==> src/rtl/riscv_pkg.sv <==
// Shared RISC-V front-end definitions.
//   PC_W        : program-counter width in bits
//   INSTR_W     : instruction word width in bits
//   fetch_pkt_t : one fetched packet as it travels from fetch to decode
package riscv_pkg;

    localparam int PC_W    = 48;
    localparam int INSTR_W = 32;

    typedef struct packed {
        logic [PC_W-1:0]    pc;
        logic [INSTR_W-1:0] instr;
        logic [PC_W-1:0]    pred_pc;
        logic               pred_taken;
    } fetch_pkt_t;

endpackage : riscv_pkg

==> src/rtl/fetch_buffer.sv <==
// Fetch-to-decode decoupling FIFO.
// Packets offered by fetch (valid_in/ready_out) are queued and presented to
// decode in push order (valid_out/ready_in). An EX-stage misprediction
// flushes every buffered packet at the next edge.
//
// Ports
//   clk, n_reset          : rising-edge clock, asynchronous active-low reset
//   valid_in, ready_out   : fetch-side handshake (ready_out = not full)
//   pc_in, instr_in,
//   pred_pc_in,
//   pred_taken_in         : fields of the offered packet
//   mispred_ex            : squash all entries, drop same-cycle push/pop
//   valid_out, ready_in   : decode-side handshake (valid_out = not empty)
//   pc_out, instr_out,
//   pred_pc_out,
//   pred_taken_out        : fields of the head packet
//   count                 : number of occupied entries, 0..DEPTH
module fetch_buffer
    import riscv_pkg::*;
#(
    parameter int DEPTH = 4
) (
    input  logic                       clk,
    input  logic                       n_reset,
    input  logic                       valid_in,
    input  logic [PC_W-1:0]            pc_in,
    input  logic [INSTR_W-1:0]         instr_in,
    input  logic [PC_W-1:0]            pred_pc_in,
    input  logic                       pred_taken_in,
    output logic                       ready_out,
    input  logic                       mispred_ex,
    output logic                       valid_out,
    output logic [PC_W-1:0]            pc_out,
    output logic [INSTR_W-1:0]         instr_out,
    output logic [PC_W-1:0]            pred_pc_out,
    output logic                       pred_taken_out,
    input  logic                       ready_in,
    output logic [$clog2(DEPTH):0]     count
);

    localparam int PTR_W = $clog2(DEPTH);
    localparam int CNT_W = PTR_W + 1;

    // Pointers wrap by plain overflow, which only works for powers of two.
    if (DEPTH < 2 || DEPTH > 16 || (DEPTH & (DEPTH - 1)) != 0) begin : g_bad_depth
        $error("fetch_buffer: DEPTH must be a power of two in 2..16");
    end

    logic [PTR_W-1:0] wr_ptr_q, wr_ptr_d;
    logic [PTR_W-1:0] rd_ptr_q, rd_ptr_d;
    logic [CNT_W-1:0] count_q,  count_d;

    fetch_pkt_t mem_q [DEPTH];
    fetch_pkt_t wr_pkt;
    fetch_pkt_t head_pkt;

    logic push;
    logic pop;

    // Handshake status depends only on registered count, so neither ready
    // nor valid has a combinational path from the opposite side.
    assign ready_out = (count_q < CNT_W'(DEPTH));
    assign valid_out = (count_q != '0);
    assign count     = count_q;

    assign push = valid_in  && ready_out && !mispred_ex;
    assign pop  = valid_out && ready_in  && !mispred_ex;

    assign wr_pkt = '{pc:         pc_in,
                      instr:      instr_in,
                      pred_pc:    pred_pc_in,
                      pred_taken: pred_taken_in};

    always_comb begin
        // NOTE: every _d takes its hold value first, so no branch can leave it unassigned and infer a latch.
        wr_ptr_d = wr_ptr_q;
        rd_ptr_d = rd_ptr_q;
        count_d  = count_q;

        if (mispred_ex) begin
            wr_ptr_d = '0;
            rd_ptr_d = '0;
            count_d  = '0;
        end else begin
            if (push) wr_ptr_d = wr_ptr_q + PTR_W'(1);
            if (pop)  rd_ptr_d = rd_ptr_q + PTR_W'(1);
            unique case ({push, pop})
                2'b10:   count_d = count_q + CNT_W'(1);
                2'b01:   count_d = count_q - CNT_W'(1);
                default: count_d = count_q;  // idle, or push and pop together
            endcase
        end
    end

    // NOTE: state flops use non-blocking assignment so every register sees pre-edge values of the others.
    always_ff @(posedge clk or negedge n_reset) begin
        if (!n_reset) begin
            wr_ptr_q <= '0;
            rd_ptr_q <= '0;
            count_q  <= '0;
        end else begin
            wr_ptr_q <= wr_ptr_d;
            rd_ptr_q <= rd_ptr_d;
            count_q  <= count_d;
        end
    end

    // NOTE: storage is deliberately left out of reset; count gates validity, so stale entries are never observed.
    always_ff @(posedge clk) begin
        if (push) mem_q[wr_ptr_q] <= wr_pkt;
    end

    // Head comes straight from storage; a packet is visible the cycle after
    // it is written, never bypassed from the inputs.
    assign head_pkt       = mem_q[rd_ptr_q];
    assign pc_out         = head_pkt.pc;
    assign instr_out      = head_pkt.instr;
    assign pred_pc_out    = head_pkt.pred_pc;
    assign pred_taken_out = head_pkt.pred_taken;

endmodule : fetch_buffer
==> config.mk <==
export PLATFORM = sky130hd
export DESIGN_NAME = fetch_buffer
export DESIGN_NICKNAME = d
export VERILOG_FILES = /design/src/rtl/riscv_pkg.sv /design/src/rtl/fetch_buffer.sv
export SDC_FILE = /design/constraint.sdc
export NUM_CORES = 1
export LEC_CHECK = 0
export CAP_MARGIN = 20
export CORE_ASPECT_RATIO = 0.9
export CORE_UTILIZATION = 30
export CTS_BUF_LIST = sky130_fd_sc_hd__clkbuf_8
export DETAILED_ROUTE_END_ITERATION = 8
export PLACE_DENSITY = 0.53
export SYNTH_ARGS = -nofsm -noshare
export SYNTH_HDL_FRONTEND = slang
export SYNTH_SLANG_ARGS = --single-unit
==> constraint.sdc <==
create_clock -name clk -period 6.19 [get_ports clk]
set_clock_uncertainty 0.1 [all_clocks]
set_input_delay 1.238 -clock clk [delete_from_list [all_inputs] [get_ports clk]]
set_output_delay 1.238 -clock clk [all_outputs]
set_load 0.02 [all_outputs]
==> results <==
- Setup repair after global routing left no endpoint under its margin.
- In this run the critical register-to-register path is launched from count[2]$_DFFE_PN0P_.
- Routability-driven placement finished with a final weighted congestion of 0.688.
- The remaining global-route overflow is 0.
- After detailed routing, the number of remaining DRC violations is 0.
- After detailed routing, the number of vias per cell comes to 4.40.
- The power density over cell area is 322 mW/mm^2.
- The fraction of final layout cells with drive strength greater than 1 is 0.222.
- Walking the worst path, the cells encountered are buf_4 > mux4_2 > clkdlybuf4s50_1.
- After synthesis, the largest family of logic cells by area is multiplexers.
- The total area inside the core boundary comes to 0.0628 mm^2.
- The commonest register cell after synthesis is edfxtp_1.
- The worst register-to-register path has a depth of 4.
- The final-report hold violation count was 0.
- 268 I/O pins were placed.
- Measured against its own limit, the worst slew margin works out to 0.393.
- The mux share of post-synthesis cell area is 0.152.
- The largest buffer count on any clock path is 3.
- The xor and xnor fraction of the mapped netlist area is 0.00183.
- After clock tree synthesis, the flow added hold-fix buffers numbering 0.
- The maximum fanout along the worst path is 40.
- Across all setup checks in the final design, the least slack found is 1.53 ns.
- The number of gates resized after CTS was 0.
- The complex-gate fraction of the synthesized area is 0.00341.
- In this run, the number of DRC markers left after iteration 0 of detailed routing was 445.
- In this run the horizontal extent of the chip is approximately 270 um.
- At the worst endpoint, the arrival time is 3.32 ns.
- CTS saw about 520 sinks.
- The worst slack after detailed placement is 1.91 ns.
- The setup path with the least slack is of type register to output pin.
- For the worst setup path, the data required time is 4.85 ns.
- The worst-case vdd ir drop is 0.159 mV.
- The endpoint identified for the worst register-to-register timing path is mem_q[2][13]$_DFFE_PP_.
- The number of slew-limit violations in the final report is 0.
- The number of levels the H-tree was split into is 3.
- The class of the tightest hold or removal check is register to register.
- The reg2reg setup slack is approximately 3.3 ns.
- The initial utilization of the core area, before any placement, comes to 0.304.
- The total detailed-routing wirelength is between 30,000 and 40,000 um.
- The synthesized netlist net count is slightly below 900.
- The number of nets in the layout is 1,208.
- The synthesized design contains 516 enable-type register cells.
- The most critical setup path has its endpoint at pred_pc_out[18].
- Entering global routing, the biggest net connects 130 pins.
- Buffers inserted during clock tree synthesis total 87.
- The count of nets left with antenna violations after detail routing is 0.
- The peak per-stage delay on the critical path is 1.00 ns.
- STA classifies the critical path startpoint as a register.
- After synthesis, the netlist uses 26 different library cells.
- For this run, the total global-route usage over all layers was measured as 0.120.
- The first global-routing pass estimated 57,000 um of wire.
- From synthesis to final layout, the design area changed by 28.1%.
- The worst setup path is captured at an output pin.
- By count the netlist is led by edfxtp_1 (516), mux4_2 (129), buf_2 (13).
- The HPWL reported at the end of detailed placement is 21,300 um.
- For this design the static power due to leakage is 7.63 nW.
- TritonCTS built the clock tree.
- The maximum achievable frequency is 215 MHz.
- In this run the mean area of a mapped cell was around 26 um^2.
- Yosys attributes the largest share of cell area to edfxtp_1 (81%), mux4_2 (15%), dfrtp_1 (0.92%).
- Of the total synthesized cell area, the portion taken by AND, OR, NAND and NOR gates is 0.00622.
- After synthesis the netlist holds a flip-flop and latch count of 523.
- Counting every instance in the synthesized netlist gives 731.
- The most instantiated library cell after synthesis is edfxtp_1.
- The largest total area in the synthesized netlist belongs to edfxtp_1.
- The launch point of the critical path is rd_ptr_q[0]$_DFFE_PN0P_.
- The initial antenna violation count came to 3.
- The run finished with clean final reports.
- The part of the cycle the worst path needs is 0.752.
- The number of global-route vias before repair is 9,308.
- The share of synthesized area in the top cell type comes to 0.811.
- The clock-pin slew on the worst setup and hold paths is 0.06 ns.
- The share of the yosys chip area belonging to registers is 0.820.
- Row generation in the floorplan step produced 87 rows.
- The max-cap check violation count is 0.
- The share of the core filled with cells in the final layout is 0.390.
- The die covers 0.0647 mm^2.
- After synthesis, the share of flip-flops with an asynchronous set or reset is 0.0134.
- The clock latency at the later pin of the worst-skew pair is 0.67 ns.
- The worst path in the final design needs a cycle of approximately 4.7 ns, including I/O delays and setup.
- After clock tree synthesis, the setup repair step added 0 buffers.
- The number of endpoints failing setup at the final stage is 0.
- After routing, the total negative slack on setup checks comes to 0 ns.
- The adder-cell share of the synthesized area is 0.00367.
- The cell with the largest stage delay on the worst path is dfrtp_4.
- The floorplan step set the die height to ~240 um.
- The final route contains around 8,700 vias.
- The actual transition at the worst max-transition pin is between 0.9 and 1 ns.
- The clock tree root driver cell is clkbuf_8.
- Yosys printed 0 warnings.
- The post-synth design cell area is 0.0191 mm^2.
- Before antenna repair, the detailed router went through 4 iterations.
- The count of input and output buffers is 267.
- Dividing the detail-routed wire length by the instance count gives between 15 and 20 um.
-- power by group --
part	internal (mW)	switching (mW)	total, mW
registers	4.01	0.0500	4.06
clock network	1.49	1.36	2.85
logic	0.500	0.472	0.972
total	6.01	1.88	7.88
-- per-stage QoR --
stage	hold WS, ns	instance area [um^2]	power [mW]	instances
after global routing	0.543	24500	8.22	1984
final	0.508	24500	7.88	1985
after floorplan	0.462	19100	4.67	731
after global placement	0.505	22800	5.13	1825
after detailed placement	0.495	22800	5.13	1825
after CTS	0.513	24500	8.03	1984
-- registers in the layout, summed over array words and instances (netlist names) --
| name | count |
|---|---|
| count | 3 |
| mem_q | 516 |
| rd_ptr_q | 2 |
| wr_ptr_q | 2 |
-- worst min path at each step --
stage	from	to	slack, ns	cells past startpoint
after detailed placement	wr_ptr_q[0]$_DFFE_PN0P_	wr_ptr_q[0]$_DFFE_PN0P_	0.49	2
after global routing	wr_ptr_q[0]$_DFFE_PN0P_	wr_ptr_q[0]$_DFFE_PN0P_	0.54	2
after global placement	wr_ptr_q[0]$_DFFE_PN0P_	wr_ptr_q[0]$_DFFE_PN0P_	0.50	2
after CTS	wr_ptr_q[0]$_DFFE_PN0P_	wr_ptr_q[0]$_DFFE_PN0P_	0.51	2
final	wr_ptr_q[0]$_DFFE_PN0P_	wr_ptr_q[0]$_DFFE_PN0P_	0.51	2
after floorplan	wr_ptr_q[0]$_DFFE_PN0P_	wr_ptr_q[0]$_DFFE_PN0P_	0.46	2
-- cell type report --
class | instances | area [um^2]
Clock buffer | 87 | 1200
Antenna cell | 1 | 2.50
Clock inverter | 72 | 437
Timing Repair Buffer | 281 | 2880
Inverter | 3 | 11.3
Sequential cell | 523 | 15700
Fill cell | 5656 | 38300
Multi-Input combinational cell | 173 | 3200
Tap cell | 845 | 1060
-- per-layer routing --
layer / vias to the layer above / track usage / share of wire
met5: - / 0 / 0.00069
met4: 4 / 0.0423 / 0.024
met3: 84 / 0.0384 / 0.058
met2: 233 / 0.187 / 0.48
met1: 4563 / 0.159 / 0.44
li1: 3856 / - / -
-- cells by family after synthesis --
family / Yosys count
AO/OA/AOI/OAI: 11
XOR/XNOR: 4
adder cells (fa/ha/maj): 5
buffers and inverters: 35
flip-flops: 523
multiplexers: 129
AND/OR/NAND/NOR: 24
-- critical path, delay by kind of cell, from the launching register on --
| kind | cells | cell delay [ns] |
|---|---|---|
| flops | 1 | 1.00 |
| buf+inv | 2 | 1.01 |
| mux | 1 | 0.57 |
-- cell usage in the layout, fill, tap and decap left out, types with 2 or more instances in the layout --
cell,Yosys,final
inv_1,3,30
nand2_1,3,3
xor2_1,2,2
inv_8,0,2
edfxtp_1,516,516
buf_4,2,6
nand3_1,2,2
clkinv_2,0,6
clkinv_8,0,2
dfrtp_4,0,2
inv_6,0,2
nor2_1,8,8
nor2b_1,2,2
clkdlybuf4s50_1,0,267
xnor2_1,2,2
a21oi_1,5,5
bufinv_16,0,4
mux4_2,129,129
buf_12,0,8
and2_4,0,4
clkbuf_8,0,87
ha_1,4,4
clkinv_1,0,28
dfrtp_1,7,5
o21ai_0,4,4
No activity file was read; power rests on OpenSTA's default activity.
==> RTL edit 1: new RTL, same settings <==
Change the package constant `PC_W` from 48 to 96.
--- a/src/rtl/riscv_pkg.sv
+++ b/src/rtl/riscv_pkg.sv
@@ -6,3 +6,3 @@
 
-    localparam int PC_W    = 48;
+    localparam int PC_W    = 96;
     localparam int INSTR_W = 32;
Interface: changed (resized pc_in, pc_out, pred_pc_in and pred_pc_out); port bits go from 268 to 460. The function was not compared with the original's and may differ.
==> RTL edit 1 against the original RTL <==
  * Wire length up 94%
  * Highest routed layer unchanged
  * Worst hold slack better by 3.4 ps
  * Area after synthesis is 72% higher
  * Sequential cell count up 384
  * Power rose by 70%
  * Setup slack worse by 230 ps
  * Design area increased by 73%
==> RTL edit 1: results (changes against the original RTL) <==
* Top cell types by occurrence after synthesis: edfxtp_1, mux4_2, buf_2, buf_4, nor2_1
* Fraction of standard cell area that is sequential at 0.644 (+0.00307)
* Clock Network Area Fraction at 0.0612 (-0.00559)
* Number of synthesis warnings at 0 (unchanged)
* Via count of the first global-routing pass at 16,700 (+80%)
* Number of antenna violations at the first check in global routing at 17 (+14)
* Status: completed
* Total placed instance area at 39,600 um^2 (+74%)
* Multi-input logic portion of the cell area at 0.127 (-0.00398)
* Worst-path fanout max at 43 (+7.5%)
* Count of clock tree sinks at 907 (+73%)
* Detailed placer's ending HPWL at 47,800 um (+120%)
* Routed via count at 15,300 (+75%)
* Reg2reg end: mem_q[0][3]$_DFFE_PP_
* Total CTS buffers at 149 (+71%)
* Pin count of the biggest net entering global routing at 59 (-55%)
* CTS-repair resized insts at 0 (unchanged)
* Critical path's largest stage delay at 980 ps (-20 ps)
* Wire length per cell at 22.1 um (+13%)
* NumNets Final at 2,088 (+73%)
* Number of port buffers at 459 (+72%)
* Synthesized instance count at 1,232 (+69%)
* Routability cong. at 0.757 (+10%)
* Count of antenna diodes in the layout at 5 (+4)
* Power Dens Cells at 316 nW/um^2 (-1.8%)
* Placed Cells incl. Taps at 3,151 (+73%)
* Worst Setup EP: pred_pc_out[85]
* Register-to-register path setup slack at 3020 ps (-250 ps)
* Post-synthesis async set-or-reset flop share at 0.00772 (-0.00567)
* Iteration count of the initial detailed-routing pass at 5 (+1)
* Clock insertion delay at the later pin of the skew report at 810 ps (+140 ps)
* Number of synthesized flops with an enable pin at 900 (+74%)
* Repair and plain buffers at 523 (+86%)
* #MultiIn Comb at 269 (+55%)
* Wire length of the first global-routing pass at 110,000 um (+92%)
* Maximum vdd drop at 0.000174 V (+9.4%)
* Total length of routed wires at 75,600 um (+94%)
* H-tree levels at 4 (+1)
* Total Routing Usage GR at 0.136 (+0.0158)
* Well tap count at 1,450 (+72%)
* Share of final layout cell area taken by non-clock buffers at 0.124 (+0.00679)
* Flip-flop count of the largest register, all copies and words added at 900 (+74%)
* Worst min path class: register to register
* Fill cell instance count of the final layout at 9,663 (+71%)
* Arrival time worst endpoint at 3540 ps (+220 ps)
* Sequential cell area fraction in the yosys report at 0.827 (+0.00717)
* Number of DRC violations after detailed-routing iteration 0 at 904 (+100%)
* Layout cell share with drive strength beyond 1 at 0.241 (+0.0187)
* Worst Max-Slew Pin Slew at 954 ps (+42.9 ps)
RTL edit 1: kinds of logic after synthesis:
group                    after synthesis  synth area share
flip-flops                           907             0.827
multiplexers                         225             0.154
buffers and inverters                 56           0.00955
AND/OR/NAND/NOR                       24           0.00362
AO/OA/AOI/OAI                         11           0.00198
adder cells (fa/ha/maj)                5           0.00213
XOR/XNOR                               4           0.00107
RTL edit 1: stage by stage:
stage | hold WS [ps] | setup WS (ps)
floorplan | 462 | 1140
global placement | 485 | 1630
detailed placement | 498 | 1540
CTS | 502 | 1090
global route | 559 | 1030
finish | 512 | 1310
RTL edit 1: layer usage:
metal	vias up	part of all wire	global-route usage
li1	6635	-	-
met2	504	0.49	0.220
met4	24	0.016	0.0415
met3	122	0.081	0.0499
met1	8007	0.41	0.170
met5	-	0.0023	0
RTL edit 1: where the power goes:
group / internal, mW / leakage (nW) / switching (mW)
clock: 2.28 / 1.46 / 2.32
sequential: 6.96 / 8.26 / 0.0694
combinational: 0.870 / 3.47 / 0.871
==> RTL edit 2: new RTL, same settings <==
Made on the original files. Make the reset (`n_reset`) synchronous in one clocked block. Comments in the files are not updated.
--- a/src/rtl/fetch_buffer.sv
+++ b/src/rtl/fetch_buffer.sv
@@ -95,3 +95,3 @@
     // NOTE: state flops use non-blocking assignment so every register sees pre-edge values of the others.
-    always_ff @(posedge clk or negedge n_reset) begin
+    always_ff @(posedge clk) begin
         if (!n_reset) begin
Check against the original RTL: not equivalent (Yosys sat finds a counterexample within 4 cycles, from zero or initial values and one cycle with n_reset low; the reset may be asserted at any time).
==> RTL edit 2 against the original RTL <==
  * Synthesized cell count is 0.68% lower
  * Wire length is 2.7% higher
  * Maximum frequency is 5.4% higher
  * Sequential cell count is 2 higher
  * Setup slack better by 240 ps
  * Design area is 0.38% higher
  * Largest cell class unchanged
  * Area after synthesis hardly changed
Power is not compared: it rests on default switching activity, and its combinational part moved more than twofold at a synthesized area within 25%.
==> RTL edit 2: results (changes against the original RTL) <==
* Area share of fa/ha/maj cells after synthesis at 0.00433 (+0.000658)
* Critical path's largest stage delay at 920 ps (-80 ps)
* Total placed instance area at 22,800 um^2 (about the same)
* Synthesized area divided by synthesized cell count at 26.3 um^2 (+0.63%)
* Pre-CTS setup slack at 2130 ps (+220 ps)
* Met2 Track Usage GR at 0.195 (+0.00848)
* Syn_nets at 866 (-0.46%)
* Via count of the first global-routing pass at 9,590 (+3.0%)
* Met3 GRT Util at 0.0562 (+0.0178)
* Number of clock buffers in the layout at 95 (+9.2%)
* R2R cell count at 3 (-1)
* Xor/xnor cell area share of the yosys netlist at 0.00229 (+0.000460)
* Portion of netlist area occupied by mux cells at 0.153 (+0.000614)
* Repair and plain buffers at 284 (+1.1%)
* Worst hold margin at 431 ps (-77.3 ps)
* Routed wire length on met3 at 3640 um (+61%)
* Area contributors post-synth: edfxtp_1, mux4_2, dfxtp_1
* Wire length of the first global-routing pass at 59,300 um (+4.0%)
* Non-clock inverter count in the final layout at 8 (+5)
* Status: completed
* Detailed placer's ending HPWL at 23,100 um (+8.3%)
* Clock Network Area Fraction at 0.0705 (+0.00367)
* Sequential cell area fraction in the yosys report at 0.821 (about the same)
* Worst Max-Slew Pin Slew at 950 ps (+39.5 ps)
* Met2 wire length at 18,800 um (+0.69%)
* Total Routing Usage GR at 0.125 (+0.00516)
* Placed Cells incl. Taps at 1,826 (+0.055%)
* Share of final layout cell area taken by non-clock buffers at 0.117 (-0.000545)
* Arrival time worst endpoint at 3080 ps (-240 ps)
* Number of distinct standard cells referenced by the synthesized netlist at 24 (-7.7%)
* Footprint of the multi-input gates at 3180 um^2 (-0.78%)
* Max stage delay cell, worst path: dfxtp_4
* Number of antenna violations at the first check in global routing at 9 (+6)
* Post-synthesis async set-or-reset flop share at 0 (-0.0134)
* Number of DRC violations after detailed-routing iteration 0 at 534 (+20%)
* Top cell types by occurrence after synthesis: edfxtp_1, mux4_2, buf_6, buf_2
## RTL edit 2: cell count changes after synthesis, moves of 4 or more
cell	delta
and2_1	-4
dfrtp_1	-7
inv_1	+5
dfxtp_1	+9
and3_1	+4
## RTL edit 2: worst max-delay path by stage
| stage | to | slack [ps] | cells after the start |
|---|---|---|---|
| floorplan | mem_q[0][0]$_DFFE_PP_ | 970 | 3 |
| CTS | instr_out[22] | 1600 | 3 |
| detailed placement | mem_q[2][84]$_DFFE_PP_ | 2130 | 4 |
| global placement | mem_q[2][48]$_DFFE_PP_ | 2180 | 4 |
| finish | instr_out[22] | 1770 | 3 |
| global route | instr_out[9] | 1530 | 3 |
## RTL edit 2: report_power, final
part           switching, mW  total [mW]  internal [mW]
clock                   1.35        3.01           1.66
combinational          0.182       0.378          0.196
sequential            0.0124        3.98           3.97
total                   1.55        7.37           5.83
